File: src/rtl/sigma_rst_seq.sv
// sigma_rst_seq
// Reset sequencer and push-button debouncer for the system clock domain.
// Brings the peripherals out of reset once the PLL lock has been stable for
// LOCK_STABLE_CYCLES, releases the CPU PERIPH_TO_CPU_CYCLES later, and drops
// back into full reset whenever lock is lost. A debounced button press in RUN
// produces a single-cycle interrupt pulse.
//
// Ports
//   clk_i          system clock (PLL output)
//   arst_ni        asynchronous active-low reset
//   pll_locked_i   PLL lock, asynchronous to clk_i
//   btn_i          raw push-button, asynchronous, active-high
//   periph_arst_o  active-high reset for UART/GPIO/memory (registered)
//   cpu_arst_o     active-high reset for the CPU core (registered)
//   irq_btn_o      one-cycle debounced press pulse (registered)
//   state_o        current sequencer state (RESET=0 STABLE=1 PERIPH=2 RUN=3)
//   lock_lost_o    sticky: lock dropped while in RUN
module sigma_rst_seq #(
  parameter int unsigned LOCK_STABLE_CYCLES   = 1024,
  parameter int unsigned PERIPH_TO_CPU_CYCLES = 16,
  parameter int unsigned DEBOUNCE_CYCLES      = 100000
) (
  input  logic       clk_i,
  input  logic       arst_ni,
  input  logic       pll_locked_i,
  input  logic       btn_i,
  output logic       periph_arst_o,
  output logic       cpu_arst_o,
  output logic       irq_btn_o,
  output logic [1:0] state_o,
  output logic       lock_lost_o
);

  localparam int unsigned FsmMax = (LOCK_STABLE_CYCLES > PERIPH_TO_CPU_CYCLES) ?
                                   LOCK_STABLE_CYCLES : PERIPH_TO_CPU_CYCLES;
  localparam int unsigned CntW   = (FsmMax > 1) ? $clog2(FsmMax) : 1;
  localparam int unsigned DbW    = (DEBOUNCE_CYCLES > 1) ? $clog2(DEBOUNCE_CYCLES) : 1;

  localparam logic [CntW-1:0] LockLast   = CntW'(LOCK_STABLE_CYCLES - 1);
  localparam logic [CntW-1:0] PeriphLast = CntW'(PERIPH_TO_CPU_CYCLES - 1);
  localparam logic [DbW-1:0]  DbLast     = DbW'(DEBOUNCE_CYCLES - 1);

  typedef enum logic [1:0] {
    StReset  = 2'd0,
    StStable = 2'd1,
    StPeriph = 2'd2,
    StRun    = 2'd3
  } state_e;

  logic lock_meta_q, lock_s_q;
  logic btn_meta_q, btn_s_q;

  state_e          state_q;
  logic [CntW-1:0] cnt_q;
  logic            periph_q, cpu_q, lock_lost_q;

  logic            db_level_q, db_level_d;
  logic [DbW-1:0]  db_cnt_q, db_cnt_d;
  logic            db_rise;
  logic            irq_q, irq_d;

  // Two-flop synchronizers for the asynchronous lock and button inputs.
  always_ff @(posedge clk_i or negedge arst_ni) begin
    if (!arst_ni) begin
      lock_meta_q <= 1'b0;
      lock_s_q    <= 1'b0;
      btn_meta_q  <= 1'b0;
      btn_s_q     <= 1'b0;
    end else begin
      lock_meta_q <= pll_locked_i;
      lock_s_q    <= lock_meta_q;
      btn_meta_q  <= btn_i;
      btn_s_q     <= btn_meta_q;
    end
  end

  // Debouncer: count consecutive samples that disagree with the accepted
  // level; after DEBOUNCE_CYCLES of them the level flips.
  always_comb begin
    db_level_d = db_level_q;
    db_cnt_d   = db_cnt_q;
    db_rise    = 1'b0;
    if (btn_s_q == db_level_q) begin
      db_cnt_d = '0;
    end else if (db_cnt_q == DbLast) begin
      db_level_d = ~db_level_q;
      db_cnt_d   = '0;
      db_rise    = ~db_level_q;
    end else begin
      db_cnt_d = db_cnt_q + DbW'(1);
    end
  end

  // A press only interrupts when the sequencer is in RUN and stays there on
  // this edge, so a press coinciding with a lock loss is dropped.
  assign irq_d = db_rise && (state_q == StRun) && lock_s_q;

  always_ff @(posedge clk_i or negedge arst_ni) begin
    if (!arst_ni) begin
      db_level_q <= 1'b0;
      db_cnt_q   <= '0;
      irq_q      <= 1'b0;
    end else begin
      db_level_q <= db_level_d;
      db_cnt_q   <= db_cnt_d;
      irq_q      <= irq_d;
    end
  end

  // Sequencer. The reset outputs are assigned together with the state so
  // they change on the very edge a state is entered, without decode glitches.
  always_ff @(posedge clk_i or negedge arst_ni) begin
    if (!arst_ni) begin
      state_q     <= StReset;
      cnt_q       <= '0;
      periph_q    <= 1'b1;
      cpu_q       <= 1'b1;
      lock_lost_q <= 1'b0;
    end else begin
      case (state_q)
        StReset: begin
          periph_q <= 1'b1;
          cpu_q    <= 1'b1;
          if (lock_s_q) begin
            state_q <= StStable;
            cnt_q   <= '0;
          end
        end
        StStable: begin
          if (!lock_s_q) begin
            state_q  <= StReset;
            cnt_q    <= '0;
            periph_q <= 1'b1;
            cpu_q    <= 1'b1;
          end else if (cnt_q == LockLast) begin
            state_q  <= StPeriph;
            cnt_q    <= '0;
            periph_q <= 1'b0;
            cpu_q    <= 1'b1;
          end else begin
            cnt_q <= cnt_q + CntW'(1);
          end
        end
        StPeriph: begin
          if (!lock_s_q) begin
            state_q  <= StReset;
            cnt_q    <= '0;
            periph_q <= 1'b1;
            cpu_q    <= 1'b1;
          end else if (cnt_q == PeriphLast) begin
            state_q  <= StRun;
            cnt_q    <= '0;
            periph_q <= 1'b0;
            cpu_q    <= 1'b0;
          end else begin
            cnt_q <= cnt_q + CntW'(1);
          end
        end
        StRun: begin
          if (!lock_s_q) begin
            state_q     <= StReset;
            cnt_q       <= '0;
            periph_q    <= 1'b1;
            cpu_q       <= 1'b1;
            lock_lost_q <= 1'b1;
          end
        end
        default: begin
          state_q  <= StReset;
          cnt_q    <= '0;
          periph_q <= 1'b1;
          cpu_q    <= 1'b1;
        end
      endcase
    end
  end

  assign periph_arst_o = periph_q;
  assign cpu_arst_o    = cpu_q;
  assign irq_btn_o     = irq_q;
  assign state_o       = state_q;
  assign lock_lost_o   = lock_lost_q;

endmodule

File: config.mk
export PLATFORM = sky130hd
export DESIGN_NAME = sigma_rst_seq
export DESIGN_NICKNAME = d
export VERILOG_FILES = /design/src/rtl/sigma_rst_seq.sv
export SDC_FILE = /design/constraint.sdc
export NUM_CORES = 1
export LEC_CHECK = 0
export CORE_ASPECT_RATIO = 1.25
export CORE_MARGIN = 2
export CORE_UTILIZATION = 60
export CTS_CLUSTER_SIZE = 24
export DETAILED_ROUTE_END_ITERATION = 8
export DONT_BUFFER_PORTS = 1
export PLACE_DENSITY = 0.86
export SLEW_MARGIN = 20
export SYNTH_ARGS = -nofsm -noshare
export SYNTH_HDL_FRONTEND = slang
export SYNTH_SLANG_ARGS = --single-unit
File: constraint.sdc
create_clock -name clk_i -period 2.4 [get_ports clk_i]
set_clock_uncertainty 0.2 [all_clocks]
set_input_delay 0.36 -clock clk_i [delete_from_list [all_inputs] [get_ports clk_i]]
set_output_delay 0.36 -clock clk_i [all_outputs]
set_load 0.02 [all_outputs]
== Word level (Yosys, flattened, before mapping) ==
Cells that the tools add are included.
W data, S select, Z words.

* Latch bits: 0
* Memories: 0
* Memory bits (read-only): 0
* Register bits after elaboration: 38
* Logic and storage cells: 63
* Bits in writable memories: 0

* Mux-type cells: 27
* Equal/unequal tests: 11
* Bitwise logic cells: 3
* Reductions and logical operators: 8
* $lt $le $gt $ge: 0
* $add $sub $neg: 2
* $mul: 0
* Shift operators: 0
* Div/mod/pow operators: 0

{| class="wikitable"
|+ Operators with widths
! cell !! number
|-
| $mux W10 || 6
|-
| $pmux W10 S4 || 1
|-
| $mux W17 || 2
|-
| $add A17 B1 Y17 const B || 1
|-
| $eq A17 B17 Y1 const B || 1
|-
| $mux W2 || 6
|-
| $add A10 B1 Y10 const B || 1
|-
| $eq A10 B10 Y1 const B || 1
|-
| $eq A10 B4 Y1 const B || 1
|-
| $mux W1 || 9
|-
| $pmux W1 S4 || 2
|-
| $pmux W2 S4 || 1
|-
| $ne A3 B3 Y1 const B || 2
|-
| $reduce_and A2 Y1 || 3
|-
| $eq A2 B2 Y1 const B || 2
|-
| $ne A2 B2 Y1 const B || 2
|-
| $reduce_and A4 Y1 || 1
|-
| $not A1 Y1 || 3
|-
| $reduce_and A3 Y1 || 1
|-
| $eq A2 B1 Y1 const B || 1
|-
| $logic_and A1 B1 Y1 || 2
|-
| $logic_not A2 Y1 || 1
|-
| $eq A1 B1 Y1 || 1
|}

== Depth between registers and ports, before layout ==
* Depth after elaboration: 5
* Depth in mapped cells: 6

== Worst setup path after synthesis ==
Ideal clock, no wire load.

* Path type: register to register
* Start: register cnt_q[4]
* End: register state_q[1] (netlist: state_o[1])
* Required time: 2.124 ns
* Stages on the path, launching flop included: 6
* Path slack: 0.343 ns
* Data arrival time: 1.780 ns
* Cell sequence: dfrtp_1 -> buf_6 -> or4_4 -> or4_1 -> mux2_4 -> o21ai_1

* Word-level cells in the longest chain between the ends: 3
* Elaborated cells between the ends (all ways): 5

{| class="wikitable"
|+ Ends and longest elaborated chain
! item !! line !! RTL
|-
| start: declaration || 54 || <nowiki>logic [CntW-1:0] cnt_q;</nowiki>
|-
| start signal: assignment || 141 || <nowiki>cnt_q <= cnt_q + CntW'(1);</nowiki>
|-
| start signal: assignment || 156 || <nowiki>cnt_q <= cnt_q + CntW'(1);</nowiki>
|-
| $eq A10 B4 Y1 or $eq A10 B10 Y1 (tied branches) || 150, 135 ||
|-
| $ne A3 B3 Y1 (no source line) || n/a ||
|-
| $reduce_and A4 Y1 (no source line) * || n/a ||
|-
| end signal: assignment || 146 || <nowiki>state_q <= StReset;</nowiki>
|-
| end signal: assignment || 151 || <nowiki>state_q <= StRun;</nowiki>
|-
| end signal: assignment || 161 || <nowiki>state_q <= StReset;</nowiki>
|-
| end: declaration || 53 || <nowiki>state_e state_q;</nowiki>
|}

Mark *: on every way between the ends. The rest lies on a longest branch, timed or not.
A chain may end at the register's enable or synchronous reset.

== Worst setup path in the final report ==
Same ends and word-level chain as after synthesis.

==> flow_summary_export.csv <==
group,metric,value,unit
cts,htreeDepth,2,
synth,synthArstFlopShare,100,%
cts,cts_tree,"built",
cts,cts_buffer_depth,2,
cts,post_cts_resized,0,
sta,setup_violations,0,
place,place_inst,245,
synth,syn-num-nets,219,
drt,vias,1649,
synth,yosysTopAreaCell,"dfrtp_1",
place,io_buffers,0,
power_and_ir_drop,p_per_area,784,nW/um^2
setup_path,crit_type,"reg2reg",
worst_hold_path,min_path_type,"reg2reg",
power_and_ir_drop,p_int,1.12,mW
cts,clk_pin_slew,0.08,ns
place,hpwl,2860,um
floorplan,die_w,55.7,um
power_and_ir_drop,total_power,1.73,mW
floorplan,die_area,3820,um^2
global_routing,use_met3,5.22,%
global_routing,grt_usage,23.9,%
drt,drtIter0Drc,83,
sta,timing.fmax,462,MHz
power_and_ir_drop,p_leak,0.932,nW
cts,postCtsHoldBufs,4,
synth,ys_warn_count,0,
worst_hold_path,worstHoldPathCells,0,
place,dpl_worst_slack,0.264,ns
global_routing,globalRouteOverflowTotal,0,
sta,worst_slew_pin_slew,0.386,ns
power_and_ir_drop,seq_power_share,45.5,%
global_routing,top_usage_layer,"met2",
setup_path,r2r_cells,4,
global_routing,met1_usage,27.3,%
sta,fin_crit,2.17,ns
global_routing,grt_pass1_wl,7020,um
layout,final_nets,230,
cts,postCtsSetupRepairBufs,0,
place,gp_congestion,0.869,
synth,synth.avg_cell_area,9.64,um^2
drt,wl_per_cell,16.4,um
run,drv_cap,0,
synth,synth_edf_count,0,
synth,ys_seq_elements,38,
floorplan,io_pins,10,
cts,clock_sinks,38,
setup_path,reg2reg_setup_slack,0.23,ns
layout,layout-drive-gt1-share,11.4,%
power_and_ir_drop,switchingPower,0.614,mW
synth,synth_largest_type_area_fraction,44.9,%
layout,fin_cells,257,
sta,rsz0062_at_grt,"false",
setup_path,critPathArrivalTime,2.19,ns
setup_path,required,2.43,ns
setup_path,critPathMaxFanout,9,
global_routing,antenna_found_initial,0,
global_routing,grtUsageMet2,42.9,%
cts,cts_root_buf,"clkbuf_8",
layout,areaGrowthSynthToFinish,10.2,%
synth,synth.distinct_cells,42,
sta,setup_tns,0,ns
synth,yosysMostFrequentCell,"dfrtp_1",
sta,slew_violations,0,
sta,period_share,90.2,%
drt,viasPerCell,6.42,
cts,clk_latency,0.29,ns
power_and_ir_drop,power_frac_comb,28.1,%
power_and_ir_drop,switching_share,35.4,%
synth,synthCells,208,
drt,ant_nets,0,
global_routing,grt_max_degree,39,
drt,drc,0,
setup_path,cp-start-kind,"flip-flop",
power_and_ir_drop,clkPwrFrac,26.4,%
drt,drt-pass1-iter-count,4,
floorplan,num_rows,23,
sta,slew_headroom,74.2,%
power_and_ir_drop,vdd_drop_max,0.659,mV
sta,setup_slack,0.234,ns
synth,synth.top_cells.by_count,"36 x dfrtp_1, 24 x nand2_1, 18 x nor2_1",
drt,wl,4210,um
floorplan,start_util,62.8,%
cts,cts_made_buffers,5,
floorplan,die_h,68.6,um
synth,synth_area,2010,um^2
sta,hold_viol,0,
layout,diodes,0,
synth,ys.flop_type,"dfrtp_1",
setup_path,cp-end-kind,"flip-flop",
synth,yosysSeqAreaShare,47.5,%
floorplan,fp.coreArea,3190,um^2
synth,synth.area.top_cells,"dfrtp_1 45%, nand2_1 4.5%, ha_1 4.4%, o21ai_0 4.0%, nor2_1 3.4%",
run_status,status,"finished clean",
global_routing,grt_pass1_vias,1539,
sequential cells by signal, summed over array words and instances, names as in the netlist:
name / flops
db_cnt_q: 17
cnt_q: 10
state_o: 2
btn_meta_q: 1
btn_s_q: 1
cpu_arst_o: 1
db_level_q: 1
irq_btn_o: 1
lock_lost_o: 1
lock_meta_q: 1
lock_s_q: 1
periph_arst_o: 1
logic make-up after synthesis:
group           after synthesis  share of synthesized area [%]
flops                        38                           47.5
compound gates               43                           13.3
fa+ha+maj                     7                           4.37
buf+inv                      14                           3.06
xor+xnor                     11                           4.80
mux                           6                           3.43
simple gates                 89                           23.5
critical path, cell delays in order (launching register included):
cell	delay [ns]
dfrtp_1	0.46
or4_4	0.57
or4_1	0.47
mux2_4	0.29
o21ai_1	0.12
per-stage QoR:
step           util, %  area, um^2  hold WS (ns)
4_1_cts           69.2        2210         0.165
2_1_floorplan        -        2010        -0.136
6_report          69.2        2210         0.163
3_3_place_gp      64.7        2070        -0.134
3_5_place_dp      64.7        2070        -0.134
5_1_grt           69.2        2210         0.173
power groups by stage:
stage | Combinational (mW) | Clock (mW) | Sequential (mW)
after floorplan | 0.315 | 0 | 0.785
after global placement | 0.432 | 0 | 0.799
after detailed placement | 0.452 | 0 | 0.801
after CTS | 0.475 | 0.468 | 0.790
after global routing | 0.534 | 0.491 | 0.798
final | 0.487 | 0.458 | 0.789
metal layers:
metal	wire (um)	vias to the layer above
li1	-	779
met1	1710	796
met2	2130	54
met3	237	20
met4	130	0
met5	0	-
placed cells by master, fill, tap and decap left out, drive strengths merged, types with 4 or more instances in the layout:
cell	Yosys	layout
dfrtp	36	36
nand2	24	24
nor2	18	18
o21ai	18	18
a21oi	9	9
inv	8	8
or3	8	8
xnor2	7	7
nor3	7	7
ha	7	7
buf	1	7
nand3	6	6
clkbuf	5	6
nand4	5	5
xor2	4	4
nor4	4	4
o211ai	4	4
and4	4	4
mux2	4	4
layout make-up:
class	instances	area, um^2
clock buffer	6	82.6
clock inverter	2	12.5
fill	246	983
inverter	8	30.0
multi-input combinational	156	991
sequential	38	953
tap	37	46.3
timing repair buffer	10	95.1
path summary, 6_finish.rpt:
check / startpoint / end
max: cnt_q[4]$_DFFE_PN0P_ / state_o[1]$_DFFE_PN0P_
min: lock_meta_q$_DFF_PN0_ / lock_s_q$_DFF_PN0_
max reg2reg: cnt_q[4]$_DFFE_PN0P_ / state_o[1]$_DFFE_PN0P_
min reg2reg: lock_meta_q$_DFF_PN0_ / lock_s_q$_DFF_PN0_
max in group asynchronous: arst_ni / periph_arst_o$_DFFE_PN1P_
min in group asynchronous: arst_ni / db_cnt_q[12]$_DFF_PN0_
Power figures use the tool's default switching activity.
